===== src/rtl/fetch_sequencer.sv =====
// Sequences the BRAM fetch unit for LOAD/STORE commands from the decoder.
// Optional one-entry command buffer enabled by defining FETCH_SEQ_CMDQ_EN.
module fetch_sequencer #(
    parameter int BRAM_LAT    = 1,
    parameter int TIMEOUT_CYC = 64
) (
    input  logic       CLK,
    input  logic       RSTN,
    input  logic       CMD_VALID,
    output logic       CMD_READY,
    input  logic       CMD_OP,
    input  logic [1:0] CMD_DIMEN,
    input  logic [3:0] CMD_ADDR,
    input  logic [1:0] CMD_PE_SEL,
    input  logic       CMD_SEL_2x2,
    input  logic       CMD_SEL_4,
    output logic [1:0] DIMEN,
    output logic [3:0] ADDRESS,
    output logic [1:0] PE_SEL,
    output logic       PE_SEL_2x2,
    output logic       PE_SEL_4,
    output logic       ADDR_RST,
    output logic       ADDR_START,
    output logic       WRADDR_START,
    input  logic       FETCH_DONE,
    input  logic       STORE_DONE,
    output logic       PE_WR_EN,
    output logic       OP_DONE,
    output logic       ERR,
    output logic       BUSY
);

    typedef enum logic [2:0] {S_IDLE, S_CLR, S_LOAD, S_DRAIN, S_STORE, S_DONE} state_t;

    localparam int CW         = ($clog2(TIMEOUT_CYC + 1) < 3) ? 3 : $clog2(TIMEOUT_CYC + 1);
    localparam int DRAIN_LAST = (BRAM_LAT > 1) ? BRAM_LAT - 2 : 0;

    state_t          state, next;
    logic [CW-1:0]   cnt;
    logic [BRAM_LAT-1:0] pe_sr;
    logic            err_q;
    logic            op_q;
    logic [1:0]      dimen_q, pe_sel_q;
    logic [3:0]      addr_q;
    logic            sel2_q, sel4_q;
    logic            accept, start_in, start;
    logic            wd_hit, store_last;

    assign accept     = CMD_VALID && CMD_READY;
    assign wd_hit     = (cnt == CW'(TIMEOUT_CYC));
    assign store_last = (state == S_STORE) && (cnt == CW'(3));

`ifdef FETCH_SEQ_CMDQ_EN
    logic       buf_vld, buf_op, buf_s2, buf_s4;
    logic [1:0] buf_dimen, buf_pe_sel;
    logic [3:0] buf_addr;
    logic       idle_or_done, start_buf, push;

    assign CMD_READY    = !buf_vld;
    assign idle_or_done = (state == S_IDLE) || (state == S_DONE);
    assign start_buf    = buf_vld && idle_or_done;
    assign start_in     = accept && idle_or_done;
    assign push         = accept && !idle_or_done;
    assign start        = start_in || start_buf;

    always_ff @(posedge CLK or negedge RSTN) begin
        if (!RSTN) begin
            buf_vld    <= 1'b0;
            buf_op     <= 1'b0;
            buf_dimen  <= '0;
            buf_addr   <= '0;
            buf_pe_sel <= '0;
            buf_s2     <= 1'b0;
            buf_s4     <= 1'b0;
        end else if (push) begin
            buf_vld    <= 1'b1;
            buf_op     <= CMD_OP;
            buf_dimen  <= CMD_DIMEN;
            buf_addr   <= CMD_ADDR;
            buf_pe_sel <= CMD_PE_SEL;
            buf_s2     <= CMD_SEL_2x2;
            buf_s4     <= CMD_SEL_4;
        end else if (start_buf) begin
            buf_vld <= 1'b0;
        end
    end
`else
    assign CMD_READY = (state == S_IDLE);
    assign start_in  = accept;
    assign start     = start_in;
`endif

    always_ff @(posedge CLK or negedge RSTN) begin
        if (!RSTN) begin
            op_q     <= 1'b0;
            dimen_q  <= '0;
            addr_q   <= '0;
            pe_sel_q <= '0;
            sel2_q   <= 1'b0;
            sel4_q   <= 1'b0;
        end else if (start_in) begin
            op_q     <= CMD_OP;
            dimen_q  <= CMD_DIMEN;
            addr_q   <= CMD_ADDR;
            pe_sel_q <= CMD_PE_SEL;
            sel2_q   <= CMD_SEL_2x2;
            sel4_q   <= CMD_SEL_4;
`ifdef FETCH_SEQ_CMDQ_EN
        end else if (start_buf) begin
            op_q     <= buf_op;
            dimen_q  <= buf_dimen;
            addr_q   <= buf_addr;
            pe_sel_q <= buf_pe_sel;
            sel2_q   <= buf_s2;
            sel4_q   <= buf_s4;
`endif
        end
    end

    assign DIMEN      = dimen_q;
    assign ADDRESS    = addr_q;
    assign PE_SEL     = pe_sel_q;
    assign PE_SEL_2x2 = sel2_q;
    assign PE_SEL_4   = sel4_q;

    always_ff @(posedge CLK or negedge RSTN) begin
        if (!RSTN) begin
            state <= S_IDLE;
            cnt   <= '0;
            err_q <= 1'b0;
        end else begin
            state <= next;
            if (next != state)
                cnt <= '0;
            else if (state == S_LOAD || state == S_STORE || state == S_DRAIN)
                cnt <= cnt + CW'(1);
            if (start)
                err_q <= 1'b0;
            else if ((state == S_LOAD || state == S_STORE) && wd_hit)
                err_q <= 1'b1;
            else if (store_last && !STORE_DONE)
                err_q <= 1'b1;
        end
    end

    always_comb begin
        next         = state;
        ADDR_RST     = 1'b0;
        ADDR_START   = 1'b0;
        WRADDR_START = 1'b0;
        OP_DONE      = 1'b0;
        ERR          = 1'b0;
        case (state)
            S_IDLE:  if (start) next = S_CLR;
            S_CLR: begin
                ADDR_RST = 1'b1;
                next     = op_q ? S_STORE : S_LOAD;
            end
            S_LOAD: begin
                // The FETCH_DONE cycle itself is the first drain cycle, so DRAIN covers BRAM_LAT-1.
                if (wd_hit) begin
                    next = S_DONE;
                end else begin
                    ADDR_START = !FETCH_DONE;
                    if (FETCH_DONE) next = (BRAM_LAT > 1) ? S_DRAIN : S_DONE;
                end
            end
            S_DRAIN: if (cnt == CW'(DRAIN_LAST)) next = S_DONE;
            S_STORE: begin
                if (wd_hit) begin
                    next = S_DONE;
                end else begin
                    ADDR_START   = 1'b1;
                    WRADDR_START = 1'b1;
                    if (store_last) next = S_DONE;
                end
            end
            S_DONE: begin
                OP_DONE = 1'b1;
                ERR     = err_q;
                next    = start ? S_CLR : S_IDLE;
            end
            default: next = S_IDLE;
        endcase
    end

    always_ff @(posedge CLK or negedge RSTN) begin
        if (!RSTN) begin
            pe_sr <= '0;
        end else begin
            pe_sr[0] <= ADDR_START && !WRADDR_START;
            for (int unsigned i = 1; i < BRAM_LAT; i++)
                pe_sr[i] <= pe_sr[i-1];
        end
    end

    assign PE_WR_EN = pe_sr[BRAM_LAT-1] && !WRADDR_START;
    assign BUSY     = (state != S_IDLE);

endmodule


===== config.mk =====
export PLATFORM = sky130hd
export DESIGN_NAME = fetch_sequencer
export DESIGN_NICKNAME = d
export VERILOG_FILES = /design/src/rtl/fetch_sequencer.sv
export SDC_FILE = /design/constraint.sdc
export NUM_CORES = 1
export LEC_CHECK = 0
export ABC_AREA = 1
export BUFFER_PORTS_ARGS = -buffer_cell sky130_fd_sc_hd__buf_2
export CAP_MARGIN = 20
export CORE_MARGIN = 3
export CORE_UTILIZATION = 50
export CTS_CLUSTER_SIZE = 8
export DETAILED_ROUTE_END_ITERATION = 12
export GPL_TIMING_DRIVEN = 0
export HOLD_SLACK_MARGIN = 0.08
export PLACE_DENSITY = 0.78
export SYNTH_ARGS = -nofsm -noshare
export SYNTH_HDL_FRONTEND = slang
export SYNTH_SLANG_ARGS = --single-unit

===== constraint.sdc =====
create_clock -name CLK -period 1.6 [get_ports CLK]
set_input_delay 0 -clock CLK [delete_from_list [all_inputs] [get_ports CLK]]
set_output_delay 0 -clock CLK [all_outputs]
set_load 0.005 [all_outputs]

==> impl_metrics.py, run 1 <==
metrics = {
    "placed_design": {
        "io_buffers": 33,
        "hpwl_microns": 1820,
        "gp_congestion": 0.802,
        "place_ws_ns": -0.0364,
        "dp.cells": 207,
        "placed_area_sq_um": 1350,
    },
    "cells_and_area": {
        "fin_area_sq_um": 1620,
        "drive_above_1_share_pct": 31.9,
        "area_growth_pct": 40.8,
        "final_cell_mix": "nand2_1, buf_2, dfrtp_1",
        "n_antenna_cell": 0,
        "final_util_pct": 78.8,
        "final_common_cell": "nand2_1",
        "fin_cells": 231,
        "final_nets": 223,
    },
    "critical_path": {
        "r2r_start": "cnt[0]",
        "critPathRequiredTime_ns": 1.82,
        "setup.worst_path.start_class": "flip-flop",
        "end_kind": "flip-flop",
        "reg2reg_to": "cnt[3]",
        "cp_slowest_stage_delay_ns": 0.42,
        "worst-path-buf-inv": 2,
        "worstPathCellList": "inv_2 -> ha_4 -> nand2_2 -> nor2_4 -> buf_4 -> nand2_1 -> nand2_1 -> nor2_1 -> nand3_1 -> nand2_2 -> nand2_4 -> nor2_1",
        "r2r_setup_slack_ns": 0.05,
        "cp_top_family": "simple AND/OR/NAND/NOR gates",
        "critical_path.slowest_cell": "dfrtp_1",
        "worstPathArrival_ns": 1.77,
        "critPathKind": "reg2reg",
        "rr_worst_depth": 12,
        "worst-path-max-fanout": 7,
    },
    "clock_tree": {
        "htree_levels": 1,
        "cts_buffers": 3,
        "cts_tree": "yes",
        "cts-root-buf": "clkbuf_4",
        "cts.clk_slew.worst_paths_ns": 0.14,
        "cts.sinks": 23,
        "insertion_delay_ns": 0.31,
        "cts_buffer_depth": 2,
    },
    "logic_synthesis": {
        "synth.largest_area_cell": "dfrtp_1",
        "yosys_warnings": 0,
        "synth_top_area_share_pct": 49.9,
        "netlist_instances": 147,
        "synth.distinct_cells": 21,
        "ys_seq_elements": 23,
        "synth_seq_area_share_pct": 49.9,
        "syn_area_sq_um": 1150,
        "ys_top_cells_by_area": "dfrtp_1, nand2_1, inv_1",
        "synth_area_per_cell_sq_um": 7.85,
        "syn_nets": 165,
    },
    "global_routing": {
        "grt_usage_pct": 20.8,
        "grt_first_pass_wirelength_microns": 4380,
        "antenna_found_initial": 0,
        "grt_pass1_vias": 1023,
        "grt-ovfl-total": 0,
        "grt_max_degree": 24,
    },
    "power": {
        "p_per_area_nw_per_um2": 1350,
        "ir_worst_vdd_uv": 992,
        "p_leak_nw": 0.887,
    },
    "die": {
        "fp.dieW_microns": 54.0,
        "die-area_sq_um": 2920,
        "rows": 16,
        "die_h_microns": 54.0,
        "initial_core_util_pct": 55.9,
        "io_pins": 34,
        "core_area_sq_um": 2060,
    },
    "sta": {
        "hold_viol": 0,
        "holdWs_ns": 0.169,
        "maxSlewViolCount": 0,
        "worst_slack_ns": 0.0537,
        "relSlewSlack_pct": 65.8,
        "clock_skew_ns": 0.00204,
        "setup_viol": 0,
        "max_freq_mhz": 647,
        "fin_crit_ns": 1.55,
        "min_period_over_period_pct": 96.6,
        "tightest_slew_ns": 0.514,
    },
    "route": {
        "dr.pass1.iters": 4,
        "detail_route.wl_per_cell_microns": 11.9,
        "first_iter_violations": 44,
        "drcViolationCount": 0,
        "via_per_inst": 4.84,
        "via_count": 1119,
        "drtAntennaViolNets": 0,
        "wirelength_microns": 2750,
    },
    "outcome": {
        "status": "finished clean",
    },
    "hold_path": {
        "hp-class": "in2async",
    },
    "run": {
        "maxCapViolCount": 0,
    },
}
stage by stage:
| step | total power (W) | TNS [ns] |
|---|---|---|
| final | 0.00219 | 0 |
| after global routing | 0.00237 | -0.188 |
| after CTS | 0.00211 | 0 |
| after detailed placement | 0.00177 | -0.185 |
| after global placement | 0.00173 | -0.0360 |
| after floorplan | 0.00143 | 0 |
routing by layer:
metal / wire (microns) / GRT usage [%] / vias to the layer above / part of all wire [%]
li1: - / - / 560 / -
met1: 1140 / 23.6 / 504 / 41
met2: 1410 / 39.7 / 42 / 51
met3: 151 / 3.05 / 13 / 5.5
met4: 56 / 5.81 / 0 / 2.0
met5: 0 / 0 / - / 0
worst max path at each step:
stage | slack (ns) | to | cells past startpoint | from
3_3_place_gp | -0.008 | cnt[3] | 8 | state[1]
2_1_floorplan | 0.20 | cnt[5] | 11 | cnt[0]
5_1_grt | -0.04 | cnt[0] | 12 | cnt[0]
3_5_place_dp | -0.04 | cnt[3] | 9 | cnt[0]
6_report | 0.05 | cnt[3] | 12 | cnt[0]
4_1_cts | 0.0001 | cnt[3] | 10 | cnt[5]
report_power, final:
group          leakage [nW]  total, W  switching [W]  internal [W]
logic                 0.575   0.00101       0.000595      0.000415
registers             0.297  0.000894       0.000133      0.000761
clock network        0.0139  0.000282       0.000186     0.0000953
total                 0.887   0.00219       0.000914       0.00127
sequential cells by signal, indices dropped and copies added, names as in the netlist, 2 cells and up:
register,count
ADDRESS,4
DIMEN,2
state,3
PE_SEL,2
cnt,7
logic make-up (layout without fill, tap and decap cells):
| family | Yosys count | after routing | synth area share (%) |
|---|---|---|---|
| fa+ha+maj | 2 | 2 | 2.17 |
| xor+xnor | 6 | 6 | 4.56 |
| compound gates | 9 | 9 | 4.23 |
| simple gates | 83 | 83 | 31.3 |
| flops | 23 | 23 | 49.9 |
| buf+inv | 24 | 81 | 7.81 |
synthesized netlist by cell type (all sizes together):
| master | number |
|---|---|
| o21ai | 6 |
| inv | 22 |
| nand2 | 53 |
| a21oi | 1 |
| nor4 | 1 |
| a31oi | 1 |
| clkbuf | 2 |
| nand4 | 2 |
| ha | 2 |
| nor3 | 3 |
| nand3 | 5 |
| xnor2 | 1 |
| xor2 | 5 |
| dfrtp | 23 |
| o211ai | 1 |
| nor2 | 19 |
area by class of cell:
type | count | area [sq um]
Clock buffer | 3 | 22.5
Inverter | 22 | 82.6
Timing Repair Buffer | 53 | 353
Tap cell | 27 | 33.8
Buffer | 2 | 7.51
Fill cell | 140 | 438
Multi-Input combinational cell | 100 | 539
Clock inverter | 1 | 7.51
Sequential cell | 23 | 578
repair_timing:
| action | in CTS | in global routing |
|---|---|---|
| setup endpoints to repair | 8 | 16 |
| pin swaps | 2 | 3 |
| hold endpoints to repair | 38 | 0 |
| hold buffers | 15 | 0 |
| setup buffers | 2 | 3 |
| resized for setup | 3 | 15 |
(Power assumes the default switching activity.)
==> run 2: changes to the inputs <==
--- a/config.mk
+++ b/config.mk
@@ -9,12 +9,13 @@
 export BUFFER_PORTS_ARGS = -buffer_cell sky130_fd_sc_hd__buf_2
 export CAP_MARGIN = 20
 export CORE_MARGIN = 3
-export CORE_UTILIZATION = 50
+export CORE_UTILIZATION = 45
 export CTS_CLUSTER_SIZE = 8
 export DETAILED_ROUTE_END_ITERATION = 12
 export GPL_TIMING_DRIVEN = 0
 export HOLD_SLACK_MARGIN = 0.08
-export PLACE_DENSITY = 0.78
+export PLACE_DENSITY = 0.71
+export REMOVE_ABC_BUFFERS = 1
 export SYNTH_ARGS = -nofsm -noshare
 export SYNTH_HDL_FRONTEND = slang
 export SYNTH_SLANG_ARGS = --single-unit
==> run 2 against run 1 <==
Effect of this change: clock power is 5% lower; maximum frequency rose by 1.4%; critical path depth fell by 3; via count is 1.4% higher; utilization fell by 4.7 points; cell count increased by 2.6%; non-clock buffer count grew 5; combinational power increased by 15%; critical endpoint is now cnt[6]; largest power group unchanged.
==> impl_metrics.py, run 2 (synthesis results as in run 1) <==
metrics = {
    "outcome": {
        "status": "finished clean",
    },
    "route": {
        "drcViolationCount": 0,
        "drtAntennaViolNets": 0,
        "dr.pass1.iters": 4,
        "wirelength_microns": 2910,
        "via_per_inst": 4.79,
        "via_count": 1135,
        "detail_route.wl_per_cell_microns": 12.3,
        "first_iter_violations": 31,
    },
    "critical_path": {
        "critPathRequiredTime_ns": 1.85,
        "reg2reg_to": "cnt[6]",
        "r2r_start": "cnt[0]",
        "cp_top_family": "simple AND/OR/NAND/NOR gates",
        "worst-path-max-fanout": 7,
        "crit_start": "cnt[0]",
        "cp_slowest_stage_delay_ns": 0.39,
        "worst-path-buf-inv": 1,
        "worstPathArrival_ns": 1.78,
        "r2r_setup_slack_ns": 0.08,
        "worstPathCellList": "inv_2 -> ha_4 -> nand2_2 -> nor2_4 -> o21ai_0 -> nand3_1 -> nand2_1 -> nand2_2 -> nor2_1",
        "end_kind": "flip-flop",
        "critPathKind": "reg2reg",
        "critical_path.slowest_cell": "dfrtp_1",
        "rr_worst_depth": 9,
        "setup.worst_path.start_class": "flip-flop",
        "crit_top_cell": "nand2_2",
    },
    "clock_tree": {
        "htree_levels": 1,
        "cts.clk_slew.worst_paths_ns": 0.13,
        "cts-root-buf": "clkbuf_4",
        "cts_tree": "yes",
        "insertion_delay_ns": 0.31,
        "cts_buffer_depth": 2,
        "cts.sinks": 23,
        "cts_buffers": 3,
    },
    "die": {
        "core_area_sq_um": 2320,
        "io_pins": 34,
        "die_h_microns": 56.6,
        "rows": 17,
        "fp.dieW_microns": 56.6,
        "initial_core_util_pct": 49.8,
        "die-area_sq_um": 3210,
    },
    "sta": {
        "max_freq_mhz": 656,
        "relSlewSlack_pct": 66.6,
        "setup_tns_ns": 0,
        "setup_viol": 0,
        "tightest_slew_ns": 0.501,
        "fin_crit_ns": 1.52,
        "maxSlewViolCount": 0,
        "min_period_over_period_pct": 95.3,
        "hold_viol": 0,
        "worst_slack_ns": 0.0754,
        "clock_skew_ns": 0.00456,
    },
    "global_routing": {
        "grt_usage_pct": 19.4,
        "grt.met2_usage_pct": 35.0,
        "antenna_found_initial": 0,
        "grt_first_pass_wirelength_microns": 4860,
        "grt_pass1_vias": 1127,
        "grt_max_degree": 24,
        "gr-usage-met3_pct": 2.99,
        "met1_usage_pct": 22.0,
        "top_usage_layer": "met2",
        "grt-ovfl-total": 0,
    },
    "power": {
        "p_comb_share_pct": 49.8,
        "p_per_area_nw_per_um2": 1360,
        "p_leak_nw": 0.934,
        "pwr-share-clk_pct": 11.6,
        "swShare_pct": 41.0,
        "ir_worst_vdd_uv": 960,
        "p_seq_share_pct": 38.6,
        "intPower_w": 0.00138,
        "p_switching_w": 0.000955,
    },
    "hold_path": {
        "hp-class": "in2async",
    },
    "cells_and_area": {
        "area_growth_pct": 48.8,
        "final_common_cell": "nand2_1",
        "drive_above_1_share_pct": 36.4,
        "final_cell_mix": "nand2_1, buf_2, dfrtp_1",
        "regMostFlops": "cnt",
        "largest_register_ffs": 7,
        "final_nets": 228,
        "n_antenna_cell": 0,
    },
    "placed_design": {
        "hpwl_microns": 1850,
        "place_ws_ns": -0.0333,
        "gp_congestion": 0.801,
        "io_buffers": 33,
    },
    "run": {
        "maxCapViolCount": 0,
    },
}
==> run 2: changes by cell type in the layout (fill, tap and decap cells not counted), sizes merged <==
cell / delta
buf: +7
clkbuf: -2
clkinv: +1
clkinvlp: -1
==> run 2: routing by layer <==
layer	wire length, microns	vias to the layer above
li1	-	570
met4	100	0
met1	1130	532
met3	94	11
met5	0	-
met2	1580	22
==> run 2: stage by stage <==
step	utilization [%]	power (W)	hold WS [ns]	cell area [sq um]	instances
floorplan	-	0.00142	-0.296	1150	145
global placement	58.1	0.00173	-0.00361	1350	206
detailed placement	58.1	0.00178	-0.000908	1350	206
CTS	66.5	0.00212	0.0884	1540	225
global route	74.0	0.00254	0.213	1720	237
finish	74.0	0.00233	0.164	1720	237
==> run 2: worst max path at each step <==
stage	end	slack (ns)	depth (start not counted)
after detailed placement	cnt[0]	-0.03	10
after CTS	ADDR_START	0.009	7
after floorplan	cnt[5]	0.20	11
final	cnt[6]	0.08	9
after global placement	cnt[3]	0.001	10
after global routing	cnt[6]	-0.04	9
==> run 2: layout make-up <==
| class | count | area (sq um) |
|---|---|---|
| Fill cell | 173 | 602 |
| Sequential cell | 23 | 579 |
| Multi-Input combinational cell | 100 | 572 |
| Timing Repair Buffer | 60 | 418 |
| Inverter | 22 | 85.1 |
| Tap cell | 28 | 35.0 |
| Clock buffer | 3 | 22.5 |
| Clock inverter | 1 | 5.00 |
==> run 2: power by group through the flow <==
stage          sequential, W  clock, W  combinational [W]
2_1_floorplan       0.000888         0           0.000528
3_3_place_gp        0.000881         0           0.000848
3_5_place_dp        0.000889         0           0.000887
4_1_cts             0.000885  0.000280           0.000951
5_1_grt             0.000929  0.000308            0.00130
6_report            0.000901  0.000269            0.00116
==> run 2: timing repair <==
action | 4_1_cts | 5_1_grt
hold buffers | 14 | 1
endpoints found under the hold margin | 38 | 4
endpoints found under the setup margin | 8 | 9
pin swaps | 1 | 6
setup buffers | 1 | 11
gates resized for setup | 5 | 22
==> run 3: changes to the inputs <==
==> constraint.sdc (replaced) <==
create_clock -name CLK -period 1.83 [get_ports CLK]
set_input_delay 0 -clock CLK [delete_from_list [all_inputs] [get_ports CLK]]
set_output_delay 0 -clock CLK [all_outputs]
set_load 0.005 [all_outputs]
==> run 3 against run 2 <==
Effect of this change: combinational power shrank 32%; register-to-register slack gained 0.12 ns; count of clock-buffer cells in the layout stayed put; sequential share of layout area grew 4.3 points; clock power down 11%; final area shrank 12%; cell count is 5.5% lower; non-clock buffer count is 13 lower; sequential cell count did not move; critical path type unchanged; highest routed layer unchanged.
==> impl_metrics.py, run 3 (synthesis results as in run 1) <==
metrics = {
    "outcome": {
        "status": "finished clean",
    },
    "sta": {
        "maxSlewViolCount": 0,
        "setup_viol": 0,
        "tightest_slew_ns": 0.503,
        "worst_slack_ns": 0.191,
        "setup_tns_ns": 0,
        "min_period_over_period_pct": 89.5,
        "grt_setup_unrepaired": "false",
        "max_freq_mhz": 610,
        "hold_viol": 0,
        "fin_crit_ns": 1.64,
        "clock_skew_ns": 0.00424,
        "relSlewSlack_pct": 66.5,
    },
    "route": {
        "via_count": 1087,
        "drcViolationCount": 0,
        "dr.pass1.iters": 4,
        "first_iter_violations": 47,
        "drtAntennaViolNets": 0,
        "wirelength_microns": 2640,
        "detail_route.wl_per_cell_microns": 11.8,
        "via_per_inst": 4.85,
    },
    "die": {
        "initial_core_util_pct": 49.8,
        "rows": 17,
        "io_pins": 34,
        "die-area_sq_um": 3210,
        "fp.dieW_microns": 56.6,
        "core_area_sq_um": 2320,
        "die_h_microns": 56.6,
    },
    "placed_design": {
        "placed_area_sq_um": 1350,
        "hpwl_microns": 1850,
        "gp_congestion": 0.801,
        "io_buffers": 33,
        "place_ws_ns": 0.197,
    },
    "cells_and_area": {
        "final_nets": 215,
        "largest_register_ffs": 7,
        "n_antenna_cell": 0,
        "regMostFlops": "cnt",
        "final.fill_count": 207,
        "fin_area_sq_um": 1510,
        "drive_above_1_share_pct": 24.5,
        "final_cell_mix": "nand2_1, buf_2, dfrtp_1",
        "final_common_cell": "nand2_1",
        "area_growth_pct": 31.2,
    },
    "global_routing": {
        "grt_first_pass_wirelength_microns": 4820,
        "grt_pass1_vias": 1120,
        "top_usage_layer": "met2",
        "antenna_found_initial": 0,
        "grt_max_degree": 24,
        "met1_usage_pct": 21.5,
        "grt.met2_usage_pct": 35.0,
        "gr-usage-met3_pct": 2.99,
        "grt-ovfl-total": 0,
        "grt_usage_pct": 19.3,
    },
    "critical_path": {
        "critical_path.slowest_cell": "dfrtp_1",
        "worst-path-buf-inv": 0,
        "cp_slowest_stage_delay_ns": 0.48,
        "critPathKind": "reg2reg",
        "worstPathArrival_ns": 1.86,
        "worst-path-max-fanout": 7,
        "worstPathCellList": "nor2_2 -> nand2_2 -> nor3_1 -> nor2_1 -> nand3_1 -> nand2_1 -> nand2_2 -> nor2_1",
        "setup.worst_path.start_class": "flip-flop",
        "end_kind": "flip-flop",
        "cp_top_family": "simple AND/OR/NAND/NOR gates",
        "critPathRequiredTime_ns": 2.05,
    },
    "run": {
        "maxCapViolCount": 0,
    },
    "power": {
        "ir_worst_vdd_uv": 782,
        "p_leak_nw": 0.852,
        "p_per_area_nw_per_um2": 1190,
    },
    "clock_tree": {
        "cts_buffer_depth": 2,
        "cts.sinks": 23,
        "cts.clk_slew.worst_paths_ns": 0.13,
        "cts_tree": "yes",
        "cts-root-buf": "clkbuf_4",
        "insertion_delay_ns": 0.32,
        "htree_levels": 1,
        "postCtsSetupRepairBufs": 0,
        "cts_buffers": 3,
    },
    "hold_path": {
        "hp-class": "in2reg",
    },
}
[run 3: changes by cell type in the layout (fill, tap and decap cells not counted), sizes merged]
cell         previous run  this run
buf                    45        33
dlygate4sd3            15        14
[run 3: layout make-up]
type | count | area [sq um] | area share [%]
Sequential cell | 23 | 576 | 38.0
Inverter | 22 | 82.6 | 5.45
Timing Repair Buffer | 47 | 305 | 20.2
Tap cell | 28 | 35.0 | 2.31
Clock buffer | 3 | 22.5 | 1.49
Clock inverter | 1 | 5.00 | 0.331
Multi-Input combinational cell | 100 | 488 | 32.2
[run 3: routing by layer]
metal | part of all wire [%] | vias up
met5 | 0 | -
met4 | 3.3 | 0
met3 | 3.3 | 9
met2 | 56 | 26
met1 | 38 | 508
li1 | - | 544
[run 3: per-stage QoR]
stage | power [W] | std cells | util (%) | hold WS (ns)
2_1_floorplan | 0.00124 | 145 | - | -0.296
3_3_place_gp | 0.00151 | 206 | 58.1 | -0.00361
3_5_place_dp | 0.00155 | 206 | 58.1 | -0.000908
4_1_cts | 0.00181 | 224 | 65.3 | 0.160
5_1_grt | 0.00198 | 224 | 65.3 | 0.190
6_report | 0.00180 | 224 | 65.3 | 0.153
[run 3: what timing repair did]
| action | CTS | global route |
|---|---|---|
| setup endpoints to repair | 0 | 1 |
| hold buffers | 14 | 0 |
| resized for setup | 0 | 1 |
| endpoints found under the hold margin | 38 | 0 |
[run 3: report_power, final]
group / internal [W] / total [W] / leakage (nW) / switching, W
Combinational: 0.000318 / 0.000792 / 0.534 / 0.000473
Clock: 0.0000819 / 0.000239 / 0.0177 / 0.000157
Sequential: 0.000662 / 0.000772 / 0.300 / 0.000110
[run 3: worst register-to-register path: cells and delay by family, from the launching register on]
kind | cells | cell delay [ns]
and+or+nand+nor | 8 | 1.06
DFF | 1 | 0.48
[run 3: final timing paths]
check	startpoint	to	slack, ns	depth (start not counted)
max reg2reg	state[1]	cnt[6]	0.19	8
min in group asynchronous	RSTN	state[1]	0.16	2
min reg2reg	PE_SEL_4	PE_SEL_4	0.50	2
max in group asynchronous	RSTN	ADDRESS[0]	1.33	2
max	state[1]	cnt[6]	0.19	8
min	CMD_VALID	PE_SEL_2x2	0.15	4
